--- config.mk ---
export PLATFORM = sky130hd
export DESIGN_NAME = mips_fetch_stage
export DESIGN_NICKNAME = d
export VERILOG_FILES = /design/src/rtl/mips_pkg.sv /design/src/rtl/mips_imem.sv /design/src/rtl/mips_fetch_stage.sv
export SDC_FILE = /design/constraint.sdc
export NUM_CORES = 1
export LEC_CHECK = 0
export CAP_MARGIN = 10
export CORE_AREA = 2 2 357 500
export DETAILED_ROUTE_END_ITERATION = 10
export DIE_AREA = 0 0 359 502
export HOLD_SLACK_MARGIN = 0.15
export PLACE_DENSITY_LB_ADDON = 0.05
export SYNTH_ARGS = -nofsm -noshare
export SYNTH_HDL_FRONTEND = slang
export SYNTH_HIERARCHICAL = 1
export SYNTH_SLANG_ARGS = --single-unit
--- constraint.sdc ---
create_clock -name clk -period 1.9 [get_ports clk]
set_input_delay 0.38 -clock clk [delete_from_list [all_inputs] [get_ports clk]]
set_output_delay 0.38 -clock clk [all_outputs]
set_load 0.01 [all_outputs]
--- src/rtl/mips_pkg.sv ---
// Shared constants and types for the MIPS fetch stage.
package mips_pkg;

  localparam int          WORD_W    = 32;
  localparam logic [31:0] NOP_INSTR = 32'h0000_0000;

  typedef enum logic {
    RUN  = 1'b0,
    HALT = 1'b1
  } fetch_state_t;

endpackage

--- src/rtl/mips_imem.sv ---
// Instruction memory: combinational read and synchronous write, with no reset so
// that a program loaded before or during reset is kept.
module mips_imem
  import mips_pkg::*;
#(
  parameter int DEPTH = 32,
  parameter int AW    = $clog2(DEPTH)
) (
  input  logic              clk,
  input  logic              we,
  input  logic [AW-1:0]     waddr,
  input  logic [WORD_W-1:0] wdata,
  input  logic [AW-1:0]     raddr,
  output logic [WORD_W-1:0] rdata
);

  logic [WORD_W-1:0] mem [DEPTH];

  always_ff @(posedge clk) begin
    if (we) mem[waddr] <= wdata;
  end

  // A write and a fetch of the same word in one cycle return the old word.
  assign rdata = mem[raddr];

endmodule

--- src/rtl/mips_fetch_stage.sv ---
// Fetch stage: PC, instruction memory and the IF/ID register, with stall,
// redirect and fault-halt handling.
//   state | meaning
//   RUN   | fetching; redirect > stall > sequential fetch
//   HALT  | fault seen; PC and IF/ID frozen until an aligned redirect
module mips_fetch_stage
  import mips_pkg::*;
#(
  parameter int          IMEM_DEPTH = 32,
  parameter logic [31:0] RESET_PC   = 32'h0000_0000
) (
  input  logic                          clk,
  input  logic                          rst_n,
  input  logic                          stall,
  input  logic                          redirect_valid,
  input  logic [31:0]                   redirect_pc,
  input  logic                          imem_we,
  input  logic [$clog2(IMEM_DEPTH)-1:0] imem_waddr,
  input  logic [31:0]                   imem_wdata,
  output logic [31:0]                   pc,
  output logic [31:0]                   if_id_instr,
  output logic [31:0]                   if_id_pc4,
  output logic                          if_id_valid,
  output logic                          halted,
  output logic                          fault_misaligned,
  output logic                          fault_range
);

  localparam int AW = $clog2(IMEM_DEPTH);

  fetch_state_t state, state_nxt;
  logic [31:0]  pc_nxt, instr_nxt, pc4_nxt;
  logic         valid_nxt, fm_nxt, fr_nxt;
  logic [31:0]  imem_rdata;
  logic [31:0]  pc_plus4;
  logic         in_range;
  logic         redirect_misaligned;

  mips_imem #(
    .DEPTH (IMEM_DEPTH),
    .AW    (AW)
  ) u_imem (
    .clk   (clk),
    .we    (imem_we),
    .waddr (imem_waddr),
    .wdata (imem_wdata),
    .raddr (pc[AW+1:2]),
    .rdata (imem_rdata)
  );

  assign pc_plus4            = pc + 32'd4;
  assign in_range            = pc[31:2] < 30'(IMEM_DEPTH);
  assign redirect_misaligned = redirect_pc[1:0] != 2'b00;
  assign halted              = state == HALT;

  always_comb begin
    state_nxt = state;
    pc_nxt    = pc;
    instr_nxt = if_id_instr;
    pc4_nxt   = if_id_pc4;
    valid_nxt = if_id_valid;
    fm_nxt    = fault_misaligned;
    fr_nxt    = fault_range;
    unique case (state)
      RUN: begin
        if (redirect_valid) begin
          instr_nxt = NOP_INSTR;
          valid_nxt = 1'b0;
          if (redirect_misaligned) begin
            fm_nxt    = 1'b1;
            state_nxt = HALT;
          end else begin
            pc_nxt = redirect_pc;
          end
        end else if (!stall) begin
          if (in_range) begin
            instr_nxt = imem_rdata;
            pc4_nxt   = pc_plus4;
            valid_nxt = 1'b1;
            pc_nxt    = pc_plus4;
          end else begin
            fr_nxt    = 1'b1;
            state_nxt = HALT;
            instr_nxt = NOP_INSTR;
            valid_nxt = 1'b0;
          end
        end
      end
      HALT: begin
        valid_nxt = 1'b0;
        if (redirect_valid) begin
          if (redirect_misaligned) begin
            fm_nxt = 1'b1;
          end else begin
            fm_nxt    = 1'b0;
            fr_nxt    = 1'b0;
            pc_nxt    = redirect_pc;
            state_nxt = RUN;
          end
        end
      end
    endcase
  end

  always_ff @(posedge clk or negedge rst_n) begin
    if (!rst_n) begin
      state            <= RUN;
      pc               <= RESET_PC;
      if_id_instr      <= NOP_INSTR;
      if_id_pc4        <= 32'h0;
      if_id_valid      <= 1'b0;
      fault_misaligned <= 1'b0;
      fault_range      <= 1'b0;
    end else begin
      state            <= state_nxt;
      pc               <= pc_nxt;
      if_id_instr      <= instr_nxt;
      if_id_pc4        <= pc4_nxt;
      if_id_valid      <= valid_nxt;
      fault_misaligned <= fm_nxt;
      fault_range      <= fr_nxt;
    end
  end

endmodule

==> impl_results.md <==
- Post-synthesis cell area: 43700 um2
- Die H: 502 um
- Tot GR Track Use: 0.156
- Number of synthesized flops with an enable pin: 1024
- Failing checks: setup timing
- Initial antenna violation count: 6
- Starting density of the core: 0.249
- Synth area leader: edfxtp_1
- Crit Path Category: flop to flop
- Worst Hold Class: input pin to flop
- Multi-input gate area: 11100 um2
- Min cycle time layout: 2310 ps
- Dpl hpwl: 87000 um
- Startpoint types: flop
- Post-synth top flop: edfxtp_1
- Fin. Hold Viols: 0
- Power Dens Cells: 1160 nW/um2
- Initial drt markers: 1461
- Leakage power: 21.1 nW
- Number of remaining DRC errors: 0
- Register area: 33300 um2
- Non-Filler Instances: 5528
- Final Wtd Congestion: 0.732
- Worst-path cell chain: buf_12, buf_12, buf_12, buf_4, mux2i_1, a22o_1, nor3_4, a31oi_1, buf_4, nand3_1, a22o_1
- Row count: 182
- Net Count, Synth: 2594
- Num CTS Buffers: 118
- Net Sw Frac: 0.276
- RSZ-0062 raised after global routing: true
- CP peak stage delay: 520 ps
- Min-delay src: redirect_pc[31]
- Routed vias: 24.8k
- Die X: 359 um
- Total Routed Length: 141000 um
- Top cell type's share of synthesized area: 0.704
- WP buf/inv: 5
- Largest net degree at the start of global routing: 39
- Final period utilization: 1.21
- Worst slew margin: 0.705
- Net Sw Power: 0.0188 W
- CTS tree: built
- Max Freq: 434 MHz
- Slew @ Worst Pin: 442 ps
- Final slew viol count: 0
- PnR worst setup slack: -405 ps
- Crit path top cell by count: buf_12
- Max_cap viols: 0
- Number of unique standard cell types used by synthesis: 46
- Register-to-Register Path Depth: 11
- Critical Path Fanout Max: 6
- Synth Area per Inst: 17.3 um2
- Sequential fraction of design power: 0.406
- CTS root buf: clkbuf_16
- Clock Path Buffers: 3
- First-pass GRT wire length: 201000 um
- Top Ports: 174
- Critical-path top delay cell: dfrtp_4
- Internal reg-to-reg setup slack: -410 ps
- CP Data Arrival Time: 2940 ps
- Clock slew at reported path FFs: 60 ps
- Most common cell in the netlist: edfxtp_1
- Peak supply drop: 0.699 mV
- Top cells by count, synth: 1024 x edfxtp_1, 512 x mux2i_1, 119 x nand2_1
- Vias per inst: 4.48
- Dpl cells: 5208
- Die area: 180000 um2
- Reg2Reg Capture Point: if_id_instr[22]
- Asr flop ratio synth: 0.0890
- Hold path endpoint: pc[31]
- Yosys Warn Count: 6
- Reg-to-Reg Start: pc[2]
- H-tree levels: 3
- 1st-pass router iterations: 4
- Detail Route Antenna Nets: 0
- Internal cell power: 0.0492 W
- Status: finished with violations
- Crit end category: flop
- TritonCTS Sinks: 1124
- NumNets Final: 3195
- Cell family with most CP delay: buffers and inverters
- Worst endpoint required time: 2530 ps
- Synth area leaders: edfxtp_1 70%, mux2i_1 12%, dfrtp_1 5.7%
- Routed wire per std cell: 25.6 um
- Register bit count reported by yosys: 1124
- Depth of the worst hold-timing path: 2
- Clock latency on the worst-skew pair: 760 ps
- Total core area: 176000 um2
- GR Overflow Total: 0
- Share of cells above drive strength 1: 0.290
- Syn Inst Count: 2519
- Pre-CTS setup slack: -724 ps
- # setup viols final: 72
- Clock group share of total power: 0.340
- Fillers: 16.8k
- Sequential element share of the synthesized area: 0.761
- Combinational Power Share: 0.254
- Area growth syn-to-layout: 34.7%
- Input/output buffers: 173
- Vias in the first global route: 26.6k
- Clk_skew: 27.6 ps
layout by cell type (no fill, tap or decap), types with 14 or more instances in the layout:
| cell type | instances |
|---|---|
| clkbuf_16 | 126 |
| a22o_1 | 92 |
| buf_12 | 145 |
| clkbuf_1 | 31 |
| buf_2 | 27 |
| nand3_1 | 77 |
| nor2_4 | 34 |
| a31oi_1 | 14 |
| clkdlybuf4s50_1 | 72 |
| clkbuf_8 | 15 |
| buf_6 | 52 |
| clkdlybuf4s15_1 | 16 |
| buf_16 | 24 |
| a22oi_1 | 88 |
| mux2i_1 | 462 |
| buf_4 | 213 |
| clkinv_2 | 23 |
| a21oi_1 | 96 |
| nand3_2 | 22 |
| and2_4 | 25 |
| edfxtp_1 | 1024 |
| nor3_4 | 17 |
| clkinv_1 | 17 |
| nand2_1 | 107 |
| dlygate4sd2_1 | 46 |
| mux2i_2 | 37 |
| mux2_2 | 24 |
| dfrtp_1 | 93 |
per-layer routing:
metal / wire, um / part of all wire / vias to the layer above / global-route usage
met1: 63700 / 0.45 / 13000 / 0.203
li1: - / - / 11200 / -
met2: 70700 / 0.50 / 440 / 0.271
met4: 2740 / 0.019 / 4 / 0.0426
met3: 4390 / 0.031 / 146 / 0.0200
met5: 25 / 0.00018 / - / 0
power groups by stage:
stage / Combinational [W] / Clock [W] / Sequential (W)
3_5_place_dp: 0.0140 / 0 / 0.0281
4_1_cts: 0.0169 / 0.0240 / 0.0276
2_1_floorplan: 0.00747 / 0 / 0.0282
5_1_grt: 0.0184 / 0.0248 / 0.0276
6_report: 0.0173 / 0.0231 / 0.0276
3_3_place_gp: 0.0140 / 0 / 0.0281
cell families (layout without fill, tap and decap cells):
kind of cell | after synthesis | in the layout | synth area share
compound gates | 349 | 349 | 0.0560
xor+xnor | 4 | 4 | 0.000802
fa+ha+maj | 1 | 1 | 0.000286
buf+inv | 146 | 849 | 0.0195
flops | 1124 | 1124 | 0.761
mux | 536 | 536 | 0.124
other cells | 0 | 5 | 0
simple gates | 359 | 360 | 0.0387
how the worst max path moves through the flow:
stage | slack (ps) | start | depth (start not counted) | end
global route | -470 | pc[3] | 11 | if_id_instr[21]
detailed placement | -720 | pc[21] | 6 | pc[2]
floorplan | -320 | imem_waddr[3] | 2 | u_imem/mem[17][0]
CTS | -410 | pc[2] | 11 | if_id_instr[22]
finish | -410 | pc[2] | 11 | if_id_instr[22]
global placement | -850 | pc[21] | 6 | pc[2]
what timing repair did:
item	CTS	global route
pin swaps	109	86
setup endpoints to repair	173	77
hold endpoints to repair	100	0
gates cloned	22	6
setup buffers	71	18
hold buffers	3	0
gates resized for setup	527	98
flip-flops by register name (all words and copies together), names as in the netlist:
signal	cells
if_id_valid	1
fault_misaligned	1
halted	1
pc	32
if_id_instr	32
fault_range	1
if_id_pc4	32
u_imem/mem	1024
metrics by stage:
step / utilization / setup TNS [ps] / power, W / area, um2 / hold slack (ps)
after global routing: 0.335 / -19570 / 0.0708 / 58800 / 222
after CTS: 0.332 / -16240 / 0.0685 / 58300 / 162
after floorplan: - / -162340 / 0.0356 / 43900 / 84.4
final: 0.335 / -13450 / 0.0680 / 58800 / 252
after global placement: 0.297 / -337800 / 0.0421 / 52100 / 298
after detailed placement: 0.297 / -340850 / 0.0421 / 52100 / 300
final cells by class:
type	count	share of cell area
antenna	5	0.000213
clock buffer	166	0.0565
sequential	1124	0.565
tap	2300	0.0489
inverter	1	0.0000638
timing repair buffer	625	0.131
clock inverter	57	0.00906
multi-input combinational	1250	0.189
Note: power is estimated with default switching activity, not from simulation.
